## src/rtl/register_bank_arbiter_pkg.sv

```systemverilog
// Shared encodings for the register bank arbiter: command opcodes and FSM states.
package register_bank_arbiter_pkg;

  typedef enum logic [1:0] {
    OP_READ  = 2'b00,
    OP_WRITE = 2'b01,
    OP_MOVE  = 2'b10,
    OP_RSVD  = 2'b11
  } op_e;

  typedef enum logic [1:0] {
    ST_IDLE    = 2'b00,
    ST_EXEC    = 2'b01,
    ST_MOVE_WR = 2'b10,
    ST_RESP    = 2'b11
  } state_e;

endpackage

```

## src/rtl/register_bank_arbiter_if.sv

```systemverilog
// Requester-side command/response bus plus the register bank pins.
interface register_bank_arbiter_if #(
  parameter int DATA_WIDTH = 8,
  parameter int SEL_WIDTH  = 3
);
  logic [1:0]              req;
  logic [3:0]              op;
  logic [2*SEL_WIDTH-1:0]  rx_sel;
  logic [2*SEL_WIDTH-1:0]  ry_sel;
  logic [2*DATA_WIDTH-1:0] wdata;
  logic [1:0]              ack;
  logic                    err;
  logic [DATA_WIDTH-1:0]   rdata_x;
  logic [DATA_WIDTH-1:0]   rdata_y;
  logic                    bank_write_en;
  logic                    bank_read_en;
  logic [SEL_WIDTH-1:0]    bank_rx_sel;
  logic [SEL_WIDTH-1:0]    bank_ry_sel;
  logic [DATA_WIDTH-1:0]   bank_wdata;
  logic [DATA_WIDTH-1:0]   bank_rx_data;
  logic [DATA_WIDTH-1:0]   bank_ry_data;

  modport slave (
    input  req, op, rx_sel, ry_sel, wdata, bank_rx_data, bank_ry_data,
    output ack, err, rdata_x, rdata_y,
    output bank_write_en, bank_read_en, bank_rx_sel, bank_ry_sel, bank_wdata
  );

  modport master (
    output req, op, rx_sel, ry_sel, wdata, bank_rx_data, bank_ry_data,
    input  ack, err, rdata_x, rdata_y,
    input  bank_write_en, bank_read_en, bank_rx_sel, bank_ry_sel, bank_wdata
  );
endinterface

```

## src/rtl/register_bank_arbiter_rr_arbiter2.sv

```systemverilog
// Two-way round-robin grant: a contested request goes to the requester
// that did not win last time (the one not named by ptr).
module rr_arbiter2 (
  input  logic [1:0] req,
  input  logic       ptr,
  output logic       gnt_valid,
  output logic       gnt_id
);
  always_comb begin
    gnt_valid = |req;
    gnt_id    = 1'b0;
    case (req)
      2'b01:   gnt_id = 1'b0;
      2'b10:   gnt_id = 1'b1;
      2'b11:   gnt_id = ~ptr;
      default: gnt_id = 1'b0;
    endcase
  end
endmodule

```

## src/rtl/register_bank_arbiter.sv

```systemverilog
// Arbitrates two requesters onto one 8-entry register bank and sequences
// READ / WRITE / two-phase MOVE commands onto the bank pins.
//   state      | meaning
//   ST_IDLE    | waiting for req; latch winner's command
//   ST_EXEC    | selectors on bank; read capture or write strobe
//   ST_MOVE_WR | write MOVE temp into rx
//   ST_RESP    | one-cycle ack to the winner
module register_bank_arbiter
  import register_bank_arbiter_pkg::*;
#(
  parameter int DATA_WIDTH = 8,
  parameter int SEL_WIDTH  = 3
) (
  input logic                     clk,
  input logic                     reset,
  register_bank_arbiter_if.slave  bus
);

  state_e                state_q, state_d;
  op_e                   op_q, op_d;
  logic                  ptr_q, ptr_d;
  logic                  win_q, win_d;
  logic                  err_q, err_d;
  logic [SEL_WIDTH-1:0]  rx_q, rx_d, ry_q, ry_d;
  logic [DATA_WIDTH-1:0] wd_q, wd_d, tmp_q, tmp_d, rdx_q, rdx_d, rdy_q, rdy_d;
  logic                  gnt_valid, gnt_id;

  rr_arbiter2 u_rr_arbiter2 (
    .req       (bus.req),
    .ptr       (ptr_q),
    .gnt_valid (gnt_valid),
    .gnt_id    (gnt_id)
  );

  always_ff @(posedge clk or posedge reset) begin
    if (reset) begin
      state_q <= ST_IDLE;
      op_q    <= OP_READ;
      ptr_q   <= 1'b0;
      win_q   <= 1'b0;
      err_q   <= 1'b0;
      rx_q    <= '0;
      ry_q    <= '0;
      wd_q    <= '0;
      tmp_q   <= '0;
      rdx_q   <= '0;
      rdy_q   <= '0;
    end else begin
      state_q <= state_d;
      op_q    <= op_d;
      ptr_q   <= ptr_d;
      win_q   <= win_d;
      err_q   <= err_d;
      rx_q    <= rx_d;
      ry_q    <= ry_d;
      wd_q    <= wd_d;
      tmp_q   <= tmp_d;
      rdx_q   <= rdx_d;
      rdy_q   <= rdy_d;
    end
  end

  always_comb begin
    state_d = state_q;
    op_d    = op_q;
    ptr_d   = ptr_q;
    win_d   = win_q;
    err_d   = err_q;
    rx_d    = rx_q;
    ry_d    = ry_q;
    wd_d    = wd_q;
    tmp_d   = tmp_q;
    rdx_d   = rdx_q;
    rdy_d   = rdy_q;

    bus.ack           = 2'b00;
    bus.err           = err_q;
    bus.rdata_x       = rdx_q;
    bus.rdata_y       = rdy_q;
    bus.bank_write_en = 1'b0;
    bus.bank_read_en  = 1'b0;
    bus.bank_rx_sel   = '0;
    bus.bank_ry_sel   = '0;
    bus.bank_wdata    = '0;

    case (state_q)
      ST_IDLE: begin
        if (gnt_valid) begin
          win_d   = gnt_id;
          ptr_d   = gnt_id;
          op_d    = op_e'(gnt_id ? bus.op[3:2] : bus.op[1:0]);
          rx_d    = gnt_id ? bus.rx_sel[2*SEL_WIDTH-1:SEL_WIDTH] : bus.rx_sel[SEL_WIDTH-1:0];
          ry_d    = gnt_id ? bus.ry_sel[2*SEL_WIDTH-1:SEL_WIDTH] : bus.ry_sel[SEL_WIDTH-1:0];
          wd_d    = gnt_id ? bus.wdata[2*DATA_WIDTH-1:DATA_WIDTH] : bus.wdata[DATA_WIDTH-1:0];
          state_d = ST_EXEC;
        end
      end
      ST_EXEC: begin
        // A reserved op leaves the bank completely untouched.
        if (op_q != OP_RSVD) begin
          bus.bank_read_en = 1'b1;
          bus.bank_rx_sel  = rx_q;
          bus.bank_ry_sel  = ry_q;
        end
        state_d = ST_RESP;
        case (op_q)
          OP_READ: begin
            rdx_d = bus.bank_rx_data;
            rdy_d = bus.bank_ry_data;
          end
          OP_WRITE: begin
            bus.bank_write_en = 1'b1;
            bus.bank_wdata    = wd_q;
          end
          OP_MOVE: begin
            tmp_d   = bus.bank_ry_data;
            state_d = ST_MOVE_WR;
          end
          default: err_d = 1'b1;
        endcase
      end
      ST_MOVE_WR: begin
        bus.bank_write_en = 1'b1;
        bus.bank_rx_sel   = rx_q;
        bus.bank_wdata    = tmp_q;
        state_d           = ST_RESP;
      end
      ST_RESP: begin
        bus.ack = win_q ? 2'b10 : 2'b01;
        err_d   = 1'b0;
        state_d = ST_IDLE;
      end
      default: state_d = ST_IDLE;
    endcase
  end

endmodule
```

## src/flat_wrapper.sv

```systemverilog
// flat-port wrapper written by rule: the top's interface ports become plain ports
module register_bank_arbiter_flat import register_bank_arbiter_pkg::*;
#(
  parameter int DATA_WIDTH = 8,
  parameter int SEL_WIDTH  = 3
)
  (clk, reset, bus_req, bus_op, bus_rx_sel, bus_ry_sel, bus_wdata, bus_bank_rx_data, bus_bank_ry_data, bus_ack, bus_err, bus_rdata_x, bus_rdata_y, bus_bank_write_en, bus_bank_read_en, bus_bank_rx_sel, bus_bank_ry_sel, bus_bank_wdata);
  register_bank_arbiter_if #(.DATA_WIDTH(DATA_WIDTH), .SEL_WIDTH(SEL_WIDTH)) bus_i ();
  input logic clk;
  input logic reset;
  input wire logic [$bits(bus_i.req)-1:0] bus_req;
  input wire logic [$bits(bus_i.op)-1:0] bus_op;
  input wire logic [$bits(bus_i.rx_sel)-1:0] bus_rx_sel;
  input wire logic [$bits(bus_i.ry_sel)-1:0] bus_ry_sel;
  input wire logic [$bits(bus_i.wdata)-1:0] bus_wdata;
  input wire logic [$bits(bus_i.bank_rx_data)-1:0] bus_bank_rx_data;
  input wire logic [$bits(bus_i.bank_ry_data)-1:0] bus_bank_ry_data;
  output wire logic [$bits(bus_i.ack)-1:0] bus_ack;
  output wire logic [$bits(bus_i.err)-1:0] bus_err;
  output wire logic [$bits(bus_i.rdata_x)-1:0] bus_rdata_x;
  output wire logic [$bits(bus_i.rdata_y)-1:0] bus_rdata_y;
  output wire logic [$bits(bus_i.bank_write_en)-1:0] bus_bank_write_en;
  output wire logic [$bits(bus_i.bank_read_en)-1:0] bus_bank_read_en;
  output wire logic [$bits(bus_i.bank_rx_sel)-1:0] bus_bank_rx_sel;
  output wire logic [$bits(bus_i.bank_ry_sel)-1:0] bus_bank_ry_sel;
  output wire logic [$bits(bus_i.bank_wdata)-1:0] bus_bank_wdata;
  assign bus_i.req = bus_req;
  assign bus_i.op = bus_op;
  assign bus_i.rx_sel = bus_rx_sel;
  assign bus_i.ry_sel = bus_ry_sel;
  assign bus_i.wdata = bus_wdata;
  assign bus_i.bank_rx_data = bus_bank_rx_data;
  assign bus_i.bank_ry_data = bus_bank_ry_data;
  assign bus_ack = bus_i.ack;
  assign bus_err = bus_i.err;
  assign bus_rdata_x = bus_i.rdata_x;
  assign bus_rdata_y = bus_i.rdata_y;
  assign bus_bank_write_en = bus_i.bank_write_en;
  assign bus_bank_read_en = bus_i.bank_read_en;
  assign bus_bank_rx_sel = bus_i.bank_rx_sel;
  assign bus_bank_ry_sel = bus_i.bank_ry_sel;
  assign bus_bank_wdata = bus_i.bank_wdata;
  register_bank_arbiter #(.DATA_WIDTH(DATA_WIDTH), .SEL_WIDTH(SEL_WIDTH)) u_core (.clk(clk), .reset(reset), .bus(bus_i));
endmodule
```

## config.mk

```make
export PLATFORM = sky130hd
export DESIGN_NAME = register_bank_arbiter_flat
export DESIGN_NICKNAME = d
export VERILOG_FILES = /design/src/rtl/register_bank_arbiter_pkg.sv /design/src/rtl/register_bank_arbiter_if.sv /design/src/rtl/register_bank_arbiter_rr_arbiter2.sv /design/src/rtl/register_bank_arbiter.sv /design/src/flat_wrapper.sv
export SDC_FILE = /design/constraint.sdc
export NUM_CORES = 1
export LEC_CHECK = 0
export ABC_AREA = 1
export CAP_MARGIN = 10
export CORE_ASPECT_RATIO = 2
export CORE_MARGIN = 3
export CORE_UTILIZATION = 40
export CTS_CLUSTER_DIAMETER = 60
export DETAILED_ROUTE_END_ITERATION = 12
export MAX_ROUTING_LAYER = met4
export PLACE_DENSITY_LB_ADDON = 0.12
export RECOVER_POWER = 25
export SYNTH_ARGS = -nofsm -noshare
export SYNTH_HDL_FRONTEND = slang
export SYNTH_HIERARCHICAL = 1
export SYNTH_SLANG_ARGS = --single-unit
```

## constraint.sdc

```tcl
create_clock -name clk -period 1.4 [get_ports clk]
set_input_delay 0.14 -clock clk [delete_from_list [all_inputs] [get_ports clk]]
set_output_delay 0.14 -clock clk [all_outputs]
set_load 0.01 [all_outputs]
```

# [Word-level counts from Yosys, hierarchy flattened]
# Cells that the tools add are included.
[totals] reg_bits=44 inputBits=52 out_inout_bits=35 elab_cells=52
[classes] eq_ne=10 muxes=22 n_bitwise=1 reduce_logical=9
[ops] operator="2-to-1 mux 8 bit" n=2
[ops] operator="one-hot mux 8 bit (2 select lines)" n=1
[ops] operator="2-to-1 mux 3 bit" n=5
[ops] operator="== test 2 bit, second input constant" n=5
[ops] operator="2-to-1 mux 2 bit" n=4
[ops] operator="one-hot mux 2 bit (4 select lines)" n=1
[ops] operator="AND reduction 2 bit" n=4
[ops] operator="one-hot mux 1 bit (2 select lines)" n=3
[ops] operator="one-hot mux 3 bit (2 select lines)" n=1
[ops] operator="2-to-1 mux 1 bit" n=5
[ops] operator="== test 2 x 1 -> 1 bit, second input constant" n=2
[ops] operator="logical NOT 2 bit" n=2
[ops] operator="!= test 2 bit, second input constant" n=2
[ops] operator="OR reduction 3 bit" n=1
[ops] operator="!= test 2 x 1 -> 1 bit, second input constant" n=1
[ops] operator="nonzero test 2 bit" n=1
[ops] operator="OR reduction 2 bit" n=1
[ops] operator="NOT 1 bit" n=1

# [Depth between registers and ports, before layout]
[logic_depth] word_depth=4 ltp_mapped=7 ltp_nobuf=6

# [By module]
# Netlist, hierarchy kept.
[by_module_without_submodules] mod="register_bank_arbiter" instances=1 cells_per_inst=282 area_per_inst_um2=2319.7 seq_area_each_um2=1101.1
[by_module_without_submodules] mod="rr_arbiter2" instances=1 cells_per_inst=3 area_per_inst_um2=15.0 seq_area_each_um2=0.0

# [Worst setup path before layout]
# No wires, ideal clock.
[synth_path] path_kind="register to output" startpoint="reg u_core.state_q[1]" endpoint="out bus_bank_rx_sel[0]" arrival_time_ns=1.353 required_time_ns=1.260 path_slack_ns=-0.093 path_stages_with_launch=8 path_cell_list="dfrtp_1 inv_1 ha_1 buf_4 nand2_4 inv_2 nor2_4 nor2_1"
[synth_between] elab_chain_len=2
[synth_lines] item="from (decl)" line_no="register_bank_arbiter.sv:19" source="state_e state_q, state_d;"
[synth_lines] item="from (signal assigned)" line_no="register_bank_arbiter.sv:49" source="state_q <= state_d;"
[synth_lines] item="== test 2 bit or == test 2 x 1 -> 1 bit (tied branches)" line_no="register_bank_arbiter.sv:86" source="case (state_q)"
[synth_lines] item="one-hot mux 3 bit (2 select lines) *" line_no="register_bank_arbiter.sv:86"
[synth_lines] item="to (decl)" line_no="flat_wrapper.sv:24" source="output wire logic [$bits(bus_i.bank_rx_sel)-1:0] bus_bank_rx_sel;"
# Mark *: on every way between the ends. The rest lies on a longest branch, timed or not.

# [Worst setup path in the final report]
[layout_path] startpoint="reg u_core.state_q[1]" endpoint="out bus_bank_wdata[3]"
[layout_between] elab_chain_len=2
[layout_lines] item="== test 2 bit or == test 2 x 1 -> 1 bit (tied branches)" line_no="register_bank_arbiter.sv:86"
[layout_lines] item="one-hot mux 8 bit (2 select lines) *" line_no="register_bank_arbiter.sv:86"
[layout_lines] item="to (decl)" line_no="flat_wrapper.sv:26" source="output wire logic [$bits(bus_i.bank_wdata)-1:0] bus_bank_wdata;"
# Marks and branches as above.

==> out/metrics.csv <==
stage,metric,value,unit
global_route,grt_pass1_vias,2221,
layout,drive_above_1_share,0.351,
setup_path,r2r_end,u_core/bus.rdata_y[0],
placement,placed_area,0.00344,mm²
layout,antenna-diode-count,0,
floorplan,die_w,60.0,µm
synthesis,syn_avg_cell_area,8.19,µm²
route,routed_wl,6.26,mm
layout,final_cell_area,0.00394,mm²
floorplan,rows,38,
setup_path,r2r_setup_slack,-0.17,ns
placement,post-place-cells,443,
timing,rsz0062_at_grt,yes,
pwr,switchingPower,3.47,mW
setup_path,startpoint_type,flip-flop,
min_path,hp-start,bus_bank_rx_data[2],
synthesis,synth_cell_type_count,25,
clock_tree,cts.reportedPaths.clkPinSlew,0.08,ns
route,vias_per_cell,4.81,
pwr,powerDensity,2210,mW/mm²
global_route,grt_first_pass_wirelength,10.0,mm
clock_tree,cts_buffers,5,
synthesis,synth_cells,285,
floorplan,start_util,0.423,
setup_path,critical_path_class,reg -> out,
timing,min_period,1.72,ns
pwr,p_int,5.25,mW
timing,holdWs,0.384,ns
floorplan,die_h,114,µm
global_route,busiest_layer,met2,
global_route,grt_start_max_net_pins,45,
outcome,status,"complete, but fails checks",
pwr,p_clk_frac,0.120,
timing,slew_headroom,0.355,
clock_tree,clockBufferDepth,2,
route,drtIter0Drc,64,
pwr,power_frac_comb,0.605,
timing,finalMaxSlewViolations,0,
clock_tree,cts_htree_levels,2,
layout,utilization,0.715,
timing,finalCritPeriodShare,1.23,
synthesis,yosysTopAreaCell,dfrtp_1,
placement,io_buffers,86,
clock_tree,cts_tree,yes,
floorplan,dieArea,0.00684,mm²
synthesis,synth_top_cell_area_share,0.472,
timing,layout_setup_ws,-0.320,ns
placement,gp_congestion,0.824,
global_route,grt_overflow,0,
synthesis,ys_warn_count,6,
synthesis,syn_nets,343,
timing,fin_worst_skew,0.00794,ns
route,route.detailed.drc,0,
setup_path,cp-end-kind,primary output,
pwr,p_leak,1.98,nW
pwr,p_total,8.72,mW
synthesis,syn-cell-area,0.00233,mm²
placement,post-dp-hpwl,4.45,mm
floorplan,io_pins,87,
min_path,hold_end,u_core/bus.rdata_x[2],
timing,finalSetupViolations,43,
timing,tns,-7.51,ns
timing,worst_pin_slew,0.968,ns
global_route,met1_usage,0.205,
setup_path,worstPathMaxFanout,5,
pwr,pwr-share-seq,0.275,
setup_path,regToRegStartpoint,u_core/state_q[1],
outcome,violations,negative setup slack,
clock_tree,cts.sinks,44,
synthesis,synth_seq_area_share,0.472,
route,wl_per_cell,13.5,µm
route,drtAntennaViolNets,0,
layout,final-instance-count-excl-fill,465,
global_route,antenna_found_initial,0,
setup_path,reg2reg_depth,8,
min_path,holdPathStages,3,
timing,hold_violations,0,
route,vias,2236,
setup_path,critPathArrivalTime,1.58,ns
global_route,grt_use_met2,0.339,
floorplan,core_area,0.00552,mm²
clock_tree,cts_hold_buf,0,
placement,dp_slack,-0.434,ns
clock_tree,worstSkewPairLatency,0.30,ns
layout,area_growth,68.9,%
global_route,met3_usage,0.0306,
layout,nets,462,
pwr,netSwitchingFraction,0.398,
min_path,min-delay-path-class,in -> reg,
route,drt_first_pass_iters,4,
timing,fmax,581,MHz
clock_tree,cts_root_buf,clkbuf_8,
synthesis,ys_seq_elements,44,
synthesis,yosys-top-cells-area,"dfrtp_1 (47%), nand2_1 (15%), inv_1 (7.4%)",
job,cap_violations,0,
global_route,grt_use_total,0.194,
pwr,worst_ir_drop_vdd,0.00147,V
setup_path,worstPathRequired,1.26,ns
layout,nFillCells,432,
[cell usage after synthesis]
cell type  instances
clkinv_1           1
dfrtp_1           44
clkbuf_1           2
o21a_1             1
nand2_2            1
ha_1               6
o211ai_1          16
nor2_4             1
o21ai_0            7
nand2_1           95
nand4_1            8
buf_2              4
nor2_1             9
or2_1              1
o21ai_2           14
o21ai_1            6
buf_4              2
nand3_1            1
a21oi_1           10
inv_1             46
nand3_4            2
nand2_4            1
inv_2              2
buf_6              4
inv_4              1
[worst max-delay path: stages, from the launching register on]
cell and delay (ns):
dfrtp_1 0.41, inv_2 0.12, ha_4 0.18, buf_6 0.12
nand4_1 0.13, a21oi_2 0.16, buf_2 0.15
[metal layers]
metal / up-vias / wire length (µm)
li1: 1134 / -
met1: 1009 / 2190
met2: 77 / 3520
met3: 16 / 356
met4: 0 / 189
met5: - / 0
[cell type report]
type	instances	area, µm²	area share
timing repair buffer	123	1230	0.313
inverter	50	198	0.0501
tap	60	75.1	0.0190
sequential	44	1100	0.279
clock inverter	1	30.0	0.00762
clock buffer	7	96.3	0.0244
multi-input combinational	180	1210	0.306
[power groups by stage]
stage                     registers (mW)  logic [mW]  clock network, mW
after detailed placement            2.32        4.14                  0
after global routing                2.48        5.75               1.12
after floorplan                     2.36        2.08                  0
final                               2.40        5.27               1.05
after global placement              2.30        4.05                  0
after CTS                           2.34        4.77               1.07
[cells by family after synthesis]
family,after synthesis,share of synthesized area
compound gates,54,0.156
buf+inv,62,0.119
fa+ha+maj,6,0.0322
simple gates,119,0.221
flops,44,0.472
[how the worst max path moves through the flow]
stage | start | to | slack (ns) | depth (start not counted)
after floorplan | u_core/state_q[1] | bus_bank_rx_sel[0] | -0.04 | 7
after global placement | u_core/state_q[0] | bus_bank_wdata[7] | -0.41 | 6
after detailed placement | u_core/state_q[0] | bus_bank_wdata[7] | -0.43 | 6
after CTS | u_core/state_q[1] | bus_bank_rx_sel[2] | -0.27 | 6
after global routing | u_core/state_q[1] | bus_bank_wdata[7] | -0.39 | 7
final | u_core/state_q[1] | bus_bank_wdata[3] | -0.32 | 6
[registers in the layout, indices dropped and copies added, names as in the netlist]
signal              count
u_core/bus.rdata_x      8
u_core/bus.rdata_y      8
u_core/tmp_q            8
u_core/wd_q             8
u_core/rx_q             3
u_core/ry_q             3
u_core/op_q             2
u_core/state_q          2
u_core/bus.err          1
u_core/win_q            1
[placed cells by master (no fill, tap or decap), types with 6 or more instances in the layout]
master,instances
a21oi_2,9
buf_2,14
buf_4,14
buf_6,21
clkbuf_8,7
clkdlybuf4s50_1,61
dfrtp_1,44
dlymetal6s2s_1,6
inv_1,41
nand2_1,67
nand2_2,24
nand2_4,6
nand4_1,8
nor2_1,6
o211ai_1,16
o21ai_1,7
o21ai_2,18
[repair_timing]
action,in CTS,in global routing
resized for setup,126,49
pin swaps,14,11
buffers inserted,5,7
gates cloned,3,0
endpoints found under the setup margin,42,44
No activity file was read; power rests on OpenSTA's default activity.
